$ cat src/rtl/cg_mem_addr_sequencer_pkg.sv
// Shared types and helpers for the CG solver address sequencer.
package cg_mem_addr_sequencer_pkg;

   // Sequencer control states
   typedef enum logic [1:0] {
      ST_IDLE   = 2'd0,
      ST_RUN    = 2'd1,
      ST_DRAIN  = 2'd2,
      ST_HALTED = 2'd3
   } state_e;

   // Default number of ALU lanes sharing one vector memory word
   localparam int unsigned CG_NO_OF_UNITS = 8;

   // Ceiling log2; returns 0 for inputs of 0 or 1
   function automatic int unsigned cg_clog2(input int unsigned value);
      int unsigned r;
      int unsigned v;
      r = 0;
      v = 1;
      while (v < value) begin
         v = v << 1;
         r = r + 1;
      end
      return r;
   endfunction

endpackage

$ cat src/rtl/cg_mem_addr_sequencer_if.sv
// Channel and A-matrix address bus between the ALU side (master) and the
// address sequencer (slave).
interface cg_mem_addr_sequencer_if #(
   parameter int unsigned NUM_CH   = 4,
   parameter int unsigned ADDR_W   = 32,
   parameter int unsigned A_ADDR_W = 32
);
   logic [NUM_CH-1:0]        rd_adv;
   logic [NUM_CH-1:0]        wr_req;
   logic [NUM_CH*ADDR_W-1:0] rd_addr;
   logic [NUM_CH*ADDR_W-1:0] wr_addr;
   logic [NUM_CH-1:0]        wr_en;
   logic [NUM_CH-1:0]        rd_wrap;
   logic [A_ADDR_W-1:0]      a_rd_addr;
   logic                     a_rd_valid;

   modport master (
      output rd_adv, wr_req,
      input  rd_addr, wr_addr, wr_en, rd_wrap, a_rd_addr, a_rd_valid
   );

   modport slave (
      input  rd_adv, wr_req,
      output rd_addr, wr_addr, wr_en, rd_wrap, a_rd_addr, a_rd_valid
   );
endinterface

$ cat src/rtl/cg_mem_addr_sequencer_wrap_counter.sv
// Address counter that wraps to 0 after depth-1 and flags the wrap for one
// cycle, in step with the address returning to 0.
module cg_mem_addr_sequencer_wrap_counter #(
   parameter int unsigned ADDR_W = 32
) (
   input  logic              clk,
   input  logic              reset,
   input  logic              clr,
   input  logic              adv,
   input  logic [ADDR_W-1:0] depth,
   output logic [ADDR_W-1:0] addr,
   output logic              wrap
);
   logic [ADDR_W-1:0] addr_q, addr_d;
   logic              wrap_q, wrap_d;
   logic [ADDR_W-1:0] last;

   // Equality against depth-1 only, so an address past the end is never produced
   assign last = depth - ADDR_W'(1);

   // Next address: clear wins over advance; wrap exactly at the last entry
   always_comb begin
      addr_d = addr_q;
      wrap_d = 1'b0;
      if (clr) begin
         addr_d = '0;
      end else if (adv) begin
         if (addr_q == last) begin
            addr_d = '0;
            wrap_d = 1'b1;
         end else begin
            addr_d = addr_q + ADDR_W'(1);
         end
      end
   end

   // Address and wrap-pulse registers
   always_ff @(posedge clk) begin
      if (reset) begin
         addr_q <= '0;
         wrap_q <= 1'b0;
      end else begin
         addr_q <= addr_d;
         wrap_q <= wrap_d;
      end
   end

   assign addr = addr_q;
   assign wrap = wrap_q;
endmodule

$ cat src/rtl/cg_mem_addr_sequencer.sv
// CG solver address sequencer: control FSM, per-channel read/write address
// counters, linear A-matrix read counter and iteration tracking.
module cg_mem_addr_sequencer
   import cg_mem_addr_sequencer_pkg::*;
#(
   parameter int unsigned NO_OF_UNITS = CG_NO_OF_UNITS,
   parameter int unsigned ADDR_W      = 32,
   parameter int unsigned A_ADDR_W    = 32,
   parameter int unsigned NUM_CH      = 4,
   parameter int unsigned ITER_W      = 11,
   parameter int unsigned FINISH_HOLD = 4
) (
   input  logic                  clk,
   input  logic                  reset,
   input  logic [31:0]           total,
   input  logic [ITER_W-1:0]     max_iter,
   input  logic                  start,
   input  logic                  pre_process,
   input  logic                  finish_alu,
   input  logic                  finish_all,
   cg_mem_addr_sequencer_if.slave bus,
   output logic [ITER_W-1:0]     iteration,
   output logic                  busy,
   output logic                  halt,
   output logic                  cfg_err
);
   localparam int unsigned UNIT_SHIFT = cg_clog2(NO_OF_UNITS);
   localparam int unsigned HOLD_RAW   = cg_clog2(FINISH_HOLD + 1);
   localparam int unsigned HOLD_W     = (HOLD_RAW < 1) ? 1 : HOLD_RAW;
   localparam logic [HOLD_W-1:0] HOLD_LAST =
      HOLD_W'((FINISH_HOLD > 1) ? (FINISH_HOLD - 1) : 0);

   state_e              state_q, state_d;
   logic [ITER_W-1:0]   iter_q, iter_d;
   logic [ITER_W-1:0]   iter_inc;
   logic                iter_last;
   logic [HOLD_W-1:0]   hold_q, hold_d;
   logic [31:0]         depth_q, depth_d;
   logic [31:0]         depth_in;
   logic [ITER_W-1:0]   max_iter_q, max_iter_d;
   logic                cfg_err_q, cfg_err_d;
   logic [A_ADDR_W-1:0] a_addr_q, a_addr_d;
   logic                a_en;
   logic                clr_ch;
   logic                adv_en;
   logic [ADDR_W-1:0]   depth_addr;

   logic [NUM_CH*ADDR_W-1:0] rd_addr_w;
   logic [NUM_CH*ADDR_W-1:0] wr_addr_w;
   logic [NUM_CH-1:0]        rd_wrap_w;
   logic [NUM_CH-1:0]        wr_wrap_unused;

   // Depth is the per-lane share of the problem: an unsigned shift of total
   assign depth_in   = total >> UNIT_SHIFT;
   assign depth_addr = ADDR_W'(depth_q);
   assign iter_inc   = iter_q + ITER_W'(1);
   assign iter_last  = (max_iter_q != '0) && (iter_inc == max_iter_q);

   // Next state, iteration bookkeeping and counter clear/advance strobes
   always_comb begin
      state_d    = state_q;
      iter_d     = iter_q;
      hold_d     = hold_q;
      depth_d    = depth_q;
      max_iter_d = max_iter_q;
      cfg_err_d  = cfg_err_q;
      clr_ch     = 1'b0;
      adv_en     = 1'b0;
      if (finish_all && (state_q != ST_HALTED)) begin
         // Convergence overrides everything, including a pending finish_alu
         state_d = ST_HALTED;
         iter_d  = iter_inc;
      end else begin
         case (state_q)
            ST_IDLE: begin
               if (start) begin
                  if (depth_in == '0) begin
                     cfg_err_d = 1'b1;
                  end else begin
                     cfg_err_d  = 1'b0;
                     depth_d    = depth_in;
                     max_iter_d = max_iter;
                     state_d    = ST_RUN;
                     clr_ch     = 1'b1;
                  end
               end
            end
            ST_RUN: begin
               if (finish_alu) begin
                  // Advances in this cycle are dropped
                  if (FINISH_HOLD <= 1) begin
                     iter_d  = iter_inc;
                     state_d = iter_last ? ST_HALTED : ST_RUN;
                  end else begin
                     state_d = ST_DRAIN;
                     hold_d  = HOLD_W'(1);
                  end
               end else begin
                  adv_en = 1'b1;
               end
            end
            ST_DRAIN: begin
               clr_ch = 1'b1;
               if (!finish_alu) begin
                  state_d = ST_RUN;
               end else if (hold_q == HOLD_LAST) begin
                  iter_d  = iter_inc;
                  state_d = iter_last ? ST_HALTED : ST_RUN;
               end else begin
                  hold_d = hold_q + HOLD_W'(1);
               end
            end
            default: begin
               state_d = ST_HALTED;
            end
         endcase
      end
   end

   // A-matrix stream: free-running while enabled, cleared alongside the channels
   assign a_en = pre_process && !halt && (state_q != ST_IDLE);

   always_comb begin
      a_addr_d = a_addr_q;
      if (clr_ch) begin
         a_addr_d = '0;
      end else if (a_en) begin
         a_addr_d = a_addr_q + A_ADDR_W'(1);
      end
   end

   // Control registers
   always_ff @(posedge clk) begin
      if (reset) begin
         state_q    <= ST_IDLE;
         iter_q     <= '0;
         hold_q     <= '0;
         depth_q    <= '0;
         max_iter_q <= '0;
         cfg_err_q  <= 1'b0;
         a_addr_q   <= '0;
      end else begin
         state_q    <= state_d;
         iter_q     <= iter_d;
         hold_q     <= hold_d;
         depth_q    <= depth_d;
         max_iter_q <= max_iter_d;
         cfg_err_q  <= cfg_err_d;
         a_addr_q   <= a_addr_d;
      end
   end

   for (genvar ch = 0; ch < NUM_CH; ch++) begin : g_ch
      cg_mem_addr_sequencer_wrap_counter #(.ADDR_W(ADDR_W)) u_rd (
         .clk   (clk),
         .reset (reset),
         .clr   (clr_ch),
         .adv   (adv_en & bus.rd_adv[ch]),
         .depth (depth_addr),
         .addr  (rd_addr_w[ch*ADDR_W +: ADDR_W]),
         .wrap  (rd_wrap_w[ch])
      );
      cg_mem_addr_sequencer_wrap_counter #(.ADDR_W(ADDR_W)) u_wr (
         .clk   (clk),
         .reset (reset),
         .clr   (clr_ch),
         .adv   (adv_en & bus.wr_req[ch]),
         .depth (depth_addr),
         .addr  (wr_addr_w[ch*ADDR_W +: ADDR_W]),
         .wrap  (wr_wrap_unused[ch])
      );
   end

   assign bus.rd_addr    = rd_addr_w;
   assign bus.wr_addr    = wr_addr_w;
   assign bus.rd_wrap    = rd_wrap_w;
   assign bus.wr_en      = bus.wr_req & {NUM_CH{state_q == ST_RUN}};
   assign bus.a_rd_addr  = a_addr_q;
   assign bus.a_rd_valid = a_en;

   assign iteration = iter_q;
   assign busy      = (state_q == ST_RUN) || (state_q == ST_DRAIN);
   assign halt      = (state_q == ST_HALTED);
   assign cfg_err   = cfg_err_q;
endmodule
$ cat src/flat_wrapper.sv
// flat-port wrapper written by rule: the top's interface ports become plain ports
module cg_mem_addr_sequencer_flat import cg_mem_addr_sequencer_pkg::*;
#(
   parameter int unsigned NO_OF_UNITS = CG_NO_OF_UNITS,
   parameter int unsigned ADDR_W      = 32,
   parameter int unsigned A_ADDR_W    = 32,
   parameter int unsigned NUM_CH      = 4,
   parameter int unsigned ITER_W      = 11,
   parameter int unsigned FINISH_HOLD = 4
)
  (clk, reset, total, max_iter, start, pre_process, finish_alu, finish_all, iteration, busy, halt, cfg_err, bus_rd_adv, bus_wr_req, bus_rd_addr, bus_wr_addr, bus_wr_en, bus_rd_wrap, bus_a_rd_addr, bus_a_rd_valid);
  cg_mem_addr_sequencer_if #(.NUM_CH(NUM_CH), .ADDR_W(ADDR_W), .A_ADDR_W(A_ADDR_W)) bus_i ();
  input  logic clk;
  input  logic reset;
  input  logic [31:0] total;
  input  logic [ITER_W-1:0] max_iter;
  input  logic start;
  input  logic pre_process;
  input  logic finish_alu;
  input  logic finish_all;
  output logic [ITER_W-1:0] iteration;
  output logic busy;
  output logic halt;
  output logic cfg_err;
  input wire logic [$bits(bus_i.rd_adv)-1:0] bus_rd_adv;
  input wire logic [$bits(bus_i.wr_req)-1:0] bus_wr_req;
  output wire logic [$bits(bus_i.rd_addr)-1:0] bus_rd_addr;
  output wire logic [$bits(bus_i.wr_addr)-1:0] bus_wr_addr;
  output wire logic [$bits(bus_i.wr_en)-1:0] bus_wr_en;
  output wire logic [$bits(bus_i.rd_wrap)-1:0] bus_rd_wrap;
  output wire logic [$bits(bus_i.a_rd_addr)-1:0] bus_a_rd_addr;
  output wire logic [$bits(bus_i.a_rd_valid)-1:0] bus_a_rd_valid;
  assign bus_i.rd_adv = bus_rd_adv;
  assign bus_i.wr_req = bus_wr_req;
  assign bus_rd_addr = bus_i.rd_addr;
  assign bus_wr_addr = bus_i.wr_addr;
  assign bus_wr_en = bus_i.wr_en;
  assign bus_rd_wrap = bus_i.rd_wrap;
  assign bus_a_rd_addr = bus_i.a_rd_addr;
  assign bus_a_rd_valid = bus_i.a_rd_valid;
  cg_mem_addr_sequencer #(.NO_OF_UNITS(NO_OF_UNITS), .ADDR_W(ADDR_W), .A_ADDR_W(A_ADDR_W), .NUM_CH(NUM_CH), .ITER_W(ITER_W), .FINISH_HOLD(FINISH_HOLD)) u_core (.clk(clk), .reset(reset), .total(total), .max_iter(max_iter), .start(start), .pre_process(pre_process), .finish_alu(finish_alu), .finish_all(finish_all), .bus(bus_i), .iteration(iteration), .busy(busy), .halt(halt), .cfg_err(cfg_err));
endmodule
$ cat config.mk
export PLATFORM = sky130hd
export DESIGN_NAME = cg_mem_addr_sequencer_flat
export DESIGN_NICKNAME = d
export VERILOG_FILES = /design/src/rtl/cg_mem_addr_sequencer_pkg.sv /design/src/rtl/cg_mem_addr_sequencer_if.sv /design/src/rtl/cg_mem_addr_sequencer_wrap_counter.sv /design/src/rtl/cg_mem_addr_sequencer.sv /design/src/flat_wrapper.sv
export SDC_FILE = /design/constraint.sdc
export NUM_CORES = 1
export LEC_CHECK = 0
export CORE_MARGIN = 10
export CORE_UTILIZATION = 40
export CTS_BUF_LIST = sky130_fd_sc_hd__clkbuf_8
export CTS_CLUSTER_SIZE = 14
export DETAILED_ROUTE_END_ITERATION = 6
export GPL_ROUTABILITY_DRIVEN = 0
export PLACE_DENSITY_LB_ADDON = 0.1
export SETUP_SLACK_MARGIN = 0.15
export SLEW_MARGIN = 20
export SYNTH_ARGS = -nofsm -noshare
export SYNTH_HDL_FRONTEND = slang
export SYNTH_SLANG_ARGS = --single-unit
$ cat constraint.sdc
create_clock -name clk -period 9.1 [get_ports clk]
set_input_delay 1.365 -clock clk [delete_from_list [all_inputs] [get_ports clk]]
set_output_delay 1.365 -clock clk [all_outputs]
set_load 0.05 [all_outputs]
# [Word level (Yosys, flattened, before mapping)]
# Index checks and enable logic that the tools add are counted.
[word_totals] ff_bits=349 out_inout_bits=311
[op_classes] addsub=12 eq_ne=21 muxes=36 bitwise_logic=15 reduce_logical=24
[op_table] operator="32-bit by 1-bit adder with 32-bit output (second input constant)" count=9
[op_table] operator="32-bit == test" count=8
[op_table] operator="32-bit two-way mux" count=8
[op_table] operator="11-bit two-way mux" count=4
[op_table] operator="32-bit zero test" count=1
[op_table] operator="29-bit by 1-bit subtractor with 30-bit output (second input constant)" count=1
[op_table] operator="2-bit two-way mux" count=7
[op_table] operator="3-bit OR reduction" count=4
[op_table] operator="11-bit by 1-bit adder with 11-bit output (second input constant)" count=1
[op_table] operator="11-bit == test" count=1
[op_table] operator="1-bit two-way mux" count=11
[op_table] operator="11-bit nonzero test" count=1
[op_table] operator="2-bit nonzero test" count=5
[op_table] operator="3-bit two-way mux" count=3
[op_table] operator="3-bit by 2-bit inequality test with 1-bit output (second input constant)" count=3
[op_table] operator="1-bit AND" count=8
[op_table] operator="2-bit inequality test (second input constant)" count=4
[op_table] operator="4-bit AND reduction" count=2
[op_table] operator="1-bit NOT" count=6
[op_table] operator="2-bit one-hot mux with 3 select lines" count=1
[op_table] operator="3-bit one-hot mux with 2 select lines" count=1
[op_table] operator="3-bit AND reduction" count=2
[op_table] operator="5-bit AND reduction" count=1
[op_table] operator="4-bit AND" count=1
[op_table] operator="other kinds (11)" count=15

# [Longest topological paths before layout]
[depth] ltp_word=8 ltp_mapped=15 ltp_nobuf=10

# [Hierarchy]
# Synthesis repeated with hierarchy kept, for this count alone.
[unflattened] hier_cells=3160 area_unflattened_um2=25450.7
[by_module_without_submodules] module="cg_mem_addr_sequencer_wrap_counter at u_core.g_ch[0].u_rd ..." n_inst=6 cells_each=333 area_per_inst_um2=2675.1 seq_area_each_um2=660.6
[by_module_without_submodules] module="cg_mem_addr_sequencer_wrap_counter at u_core.g_ch[3].u_rd ..." n_inst=2 cells_each=326 area_per_inst_um2=2656.3 seq_area_each_um2=660.6
[by_module_without_submodules] module="cg_mem_addr_sequencer" n_inst=1 cells_each=510 area_per_inst_um2=4087.7 seq_area_each_um2=1781.7

# [Worst setup path after synthesis]
# No wires, ideal clock.
[synth_timing] path_kind="in2reg" startpoint="in pre_process" endpoint="reg u_core.a_addr_q[30], in the netlist u_core.bus.a_rd_addr[30]" setup_time_ns=0.071 t_arrival_ns=4.416 required_ns=9.029 slack_ns=4.613 path_stages=8 n_path_buf=1 cell_sequence="nor3b_1 > nand3_1 > nor3_1 > and3_1 > clkbuf_1 > nand2_1 > or3_1 > a21oi_1"
[synth_between] elab_chain_cells=2
[synth_lines] item="from (decl)" line="flat_wrapper.sv:18" rtl="input logic pre_process;"
[synth_lines] item="1-bit logical AND (2 in a row)" line="cg_mem_addr_sequencer.sv:121" rtl="assign a_en = pre_process && !halt && (state_q != ST_IDLE);"
[synth_lines] item="to (signal assigned)" line="cg_mem_addr_sequencer.sv:149" rtl="a_addr_q <= a_addr_d;"
[synth_lines] item="to (decl)" line="cg_mem_addr_sequencer.sv:42" rtl="logic [A_ADDR_W-1:0] a_addr_q, a_addr_d;"
# No other way between the ends.
# A chain may end at the register's enable or synchronous reset.

# [Final worst setup path]
[layout_timing] startpoint="reg u_core.depth_q[14], in the netlist u_core.depth_addr[14]" endpoint="reg u_core.g_ch[2].u_wr.addr_q[5]"
[layout_between] elab_chain_cells=3
[layout_lines] item="from (decl)" line="cg_mem_addr_sequencer.sv:38" rtl="logic [31:0] depth_q, depth_d;"
[layout_lines] item="from (signal assigned)" line="cg_mem_addr_sequencer.sv:146" rtl="depth_q <= depth_d;"
[layout_lines] item="29-bit by 1-bit subtractor with 30-bit output" line="cg_mem_addr_sequencer_wrap_counter.sv:19" rtl="assign last = depth - ADDR_W'(1);"
[layout_lines] item="32-bit == test" line="cg_mem_addr_sequencer_wrap_counter.sv:28" rtl="if (addr_q == last) begin"
[layout_lines] item="32-bit two-way mux" line="cg_mem_addr_sequencer_wrap_counter.sv:28"
[layout_lines] item="to (signal assigned)" line="cg_mem_addr_sequencer_wrap_counter.sv:43" rtl="addr_q <= addr_d;"
[layout_lines] item="to (decl)" line="cg_mem_addr_sequencer_wrap_counter.sv:14" rtl="logic [ADDR_W-1:0] addr_q, addr_d;"
# No other way between the ends.

==> results_dict.tcl <==
set metrics [dict create \
    routed_wl_mm 99.4 \
    synth_compound_area_frac 0.0810 \
    critPathKind "reg -> reg" \
    fill_cells 5580 \
    synth_top_area_frac 0.307 \
    drv_slew 0 \
    synth-adder-area-share 0.00988 \
    ys_types 82 \
    cp_slowest_cell "nor2_2" \
    end_kind "register" \
    core_region_area_um2 56400 \
    synth_area_per_cell_um2 8.17 \
    drc_errors 0 \
    dp_hpwl_mm 74.3 \
    vias 23300 \
    reg2reg_from "u_core.depth_addr[14]$_SDFFE_PP0P_" \
    hold_buffers 0 \
    track_usage 0.283 \
    power.density_nw_per_um2 167 \
    slowest_delay_ps 1040 \
    antenna_found_initial 6 \
    crit_chain "nor4_1 -> nand4_1 -> nor2_2 -> xnor2_1 -> o21ai_0 -> a2111oi_0 -> and4bb_2 -> nor3_1" \
    cts_buffers 61 \
    firstDrtPassIters 6 \
    synth-simple-area-share 0.324 \
    clkLatencyLatePin_ps 700 \
    grt-ovfl-total 0 \
    worstHoldPathType "reg -> reg" \
    synth-async-reset-ratio 0 \
    worst_slew_pin_slew_ps 1360 \
    synthToLayoutAreaGrowth_pct 24.5 \
    synth_top_family_by_area "simple AND/OR/NAND/NOR gates" \
    postCtsSetupBuffers 0 \
    worst_clock_skew_ps 46.1 \
    grt_pass1_vias 22300 \
    synth_edf_count 0 \
    synth_top_cell_by_area "dfxtp_1" \
    portBuffers 364 \
    synth_ff_type "dfxtp_1" \
    synth_nets 2864 \
    fin_setup_tns_ps 0 \
    cts_tree "yes" \
    crit_fanout 30 \
    critPathLaunch "u_core.depth_addr[14]$_SDFFE_PP0P_" \
    ys_seq_area_frac 0.307 \
    rsz0062_at_grt "false" \
    die_y_um 259 \
    cp.required_ps 9630 \
    grt_pass1_wl_mm 146 \
    cts.repair.resized 0 \
    wl_per_cell_um 25.7 \
    synth_mux_area_frac 0.0206 \
    finalSetupViolations 0 \
    fin_crit_ps 5550 \
    ys_ff_latch 349 \
    initial_core_util 0.404 \
    cts.sinks 349 \
    status "finished, final reports clean" \
    synth-xor-area-share 0.212 \
    hold_path_startpoint "u_core.hold_q[1]$_SDFFE_PP0P_" \
    die_x_um 259 \
    finalNetCount 3147 \
    vdd_ir_drop_max_mv 0.102 \
    slew_headroom 0.0852 \
    fin_util 0.503 \
    vias_per_cell 6.01 \
    yosysMostFrequentCell "dfxtp_1" \
    fp-row-count 87 \
    dieArea_um2 66900 \
    io_pins 368 \
    grt_max_degree 134 \
    postRouteAntennaNets 0 \
    synth_area_um2 22800 \
    r2r_setup_slack_ps 3550 \
    synth_area_leaders "dfxtp_1, xnor2_1, xor2_1" \
    drive_gt1_frac 0.0754 \
    clock.fmax_mhz 180 \
    drv_cap 0 \
    netlist_instances 2789 \
    worst_setup_path_start_kind "register" \
    p_leak_nw 9.97 \
    root_buffer "clkbuf_8" \
    yosys-top-cells-count "dfxtp_1, nor3_1, xnor2_1, nor2_1, xor2_1" \
    clock_path_buffers 3 \
    clk_pin_slew_ps 60 \
    worstPathArrival_ps 6080 \
    drtIter0Drc 2735 \
    yosys_warnings 0 \
    fin_crit_sh 0.610 \
    h-tree-depth 2 \
    hold_violations 0 \
]
cell families after synthesis:
| logic type | after synthesis |
|---|---|
| and+or+nand+nor | 1349 |
| xor gates and xnor gates | 505 |
| DFF | 349 |
| AOI/OAI and AO/OA | 266 |
| buffers and inverters | 255 |
| muxes | 47 |
| adders and majority gates | 18 |
layout make-up:
cell class / count / area (um2) / share of cell area
diodes: 1 / 2.50 / 0.0000882
clock buffers: 80 / 1100 / 0.0388
clock inverters: 29 / 176 / 0.00622
inverters: 57 / 214 / 0.00754
multi-input cells: 2185 / 14900 / 0.525
flip-flops and latches: 349 / 6990 / 0.246
well taps: 756 / 946 / 0.0333
repair buffers: 418 / 4060 / 0.143
critical path: cells and delay by family (launching register included):
| kind | cells | cell delay [ps] |
|---|---|---|
| flip-flops | 1 | 630 |
| AO/OA/AOI/OAI | 2 | 790 |
| AND/OR/NAND/NOR | 5 | 3400 |
| XOR/XNOR | 1 | 550 |
registers in the layout, indices dropped and copies added, names as in the netlist, 3 cells and up:
name,count
u_core.iteration,11
u_core.hold_q,3
u_core.g_ch.u_rd.wrap,4
u_core.bus.a_rd_addr,32
u_core.depth_addr,29
u_core.max_iter_q,11
u_core.g_ch.u_wr.addr,128
u_core.g_ch.u_rd.addr,128
where the power goes:
part	total [mW]	leakage (nW)	switching, mW	internal [mW]
clock network	1.53	0.734	0.694	0.836
registers	1.58	2.81	0.0369	1.54
logic	1.61	6.42	1.10	0.515
placed cells by master (no fill, tap or decap), types with 11 or more instances in the layout:
cell type        Yosys  routed
clkdlybuf4s50_1      0     363
dfxtp_1            349     349
nor3_1             278     277
xnor2_1            268     263
nor2_1             227     226
xor2_1             207     206
nand2_1            187     187
nand3_1            158     158
nand4_1            105     105
and3_1              84      84
clkbuf_8             0      80
inv_1               57      77
o21ai_0             56      56
buf_4                6      54
nor4_1              56      52
a21oi_1             53      52
mux2i_1             47      47
nor3_2              30      31
xnor3_1             28      28
and4_1              27      27
and2_1              25      25
or3_1               25      25
nand2b_1            22      22
nor2b_1             21      20
or4_1               20      20
ha_1                18      18
o211ai_1            16      16
a2111oi_0           16      16
o221ai_1            15      15
nor3b_1             12      12
o2111ai_1           13      12
nor4_4              10      11
o22ai_1             11      11
a211oi_1            11      11
metrics by stage:
stage / power (mW) / setup slack (ps) / hold WS, ps / cells / cell area [um2]
finish: 4.72 / 3550 / 487 / 3875 / 28400
global route: 4.84 / 3390 / 511 / 3875 / 28400
CTS: 4.65 / 3960 / 486 / 3874 / 28400
detailed placement: 3.12 / 3980 / 476 / 3765 / 27100
global placement: 3.11 / 4020 / 455 / 3765 / 27100
floorplan: 2.54 / 4610 / 445 / 2789 / 22800
final timing paths:
kind                                               to  cells past startpoint
max          u_core.g_ch[2].u_wr.addr[5]$_SDFFE_PP0P_                      8
min                     u_core.hold_q[1]$_SDFFE_PP0P_                      2
max reg2reg  u_core.g_ch[2].u_wr.addr[5]$_SDFFE_PP0P_                      8
min reg2reg             u_core.hold_q[1]$_SDFFE_PP0P_                      2
routing by layer:
metal / up-vias / routed length, um / GRT usage
met5: - / 36 / 0
met4: 6 / 5500 / 0.139
met3: 340 / 10600 / 0.0755
met2: 1303 / 44200 / 0.450
met1: 11100 / 39100 / 0.349
li1: 10500 / - / -
Note: power is estimated with default switching activity, not from simulation.
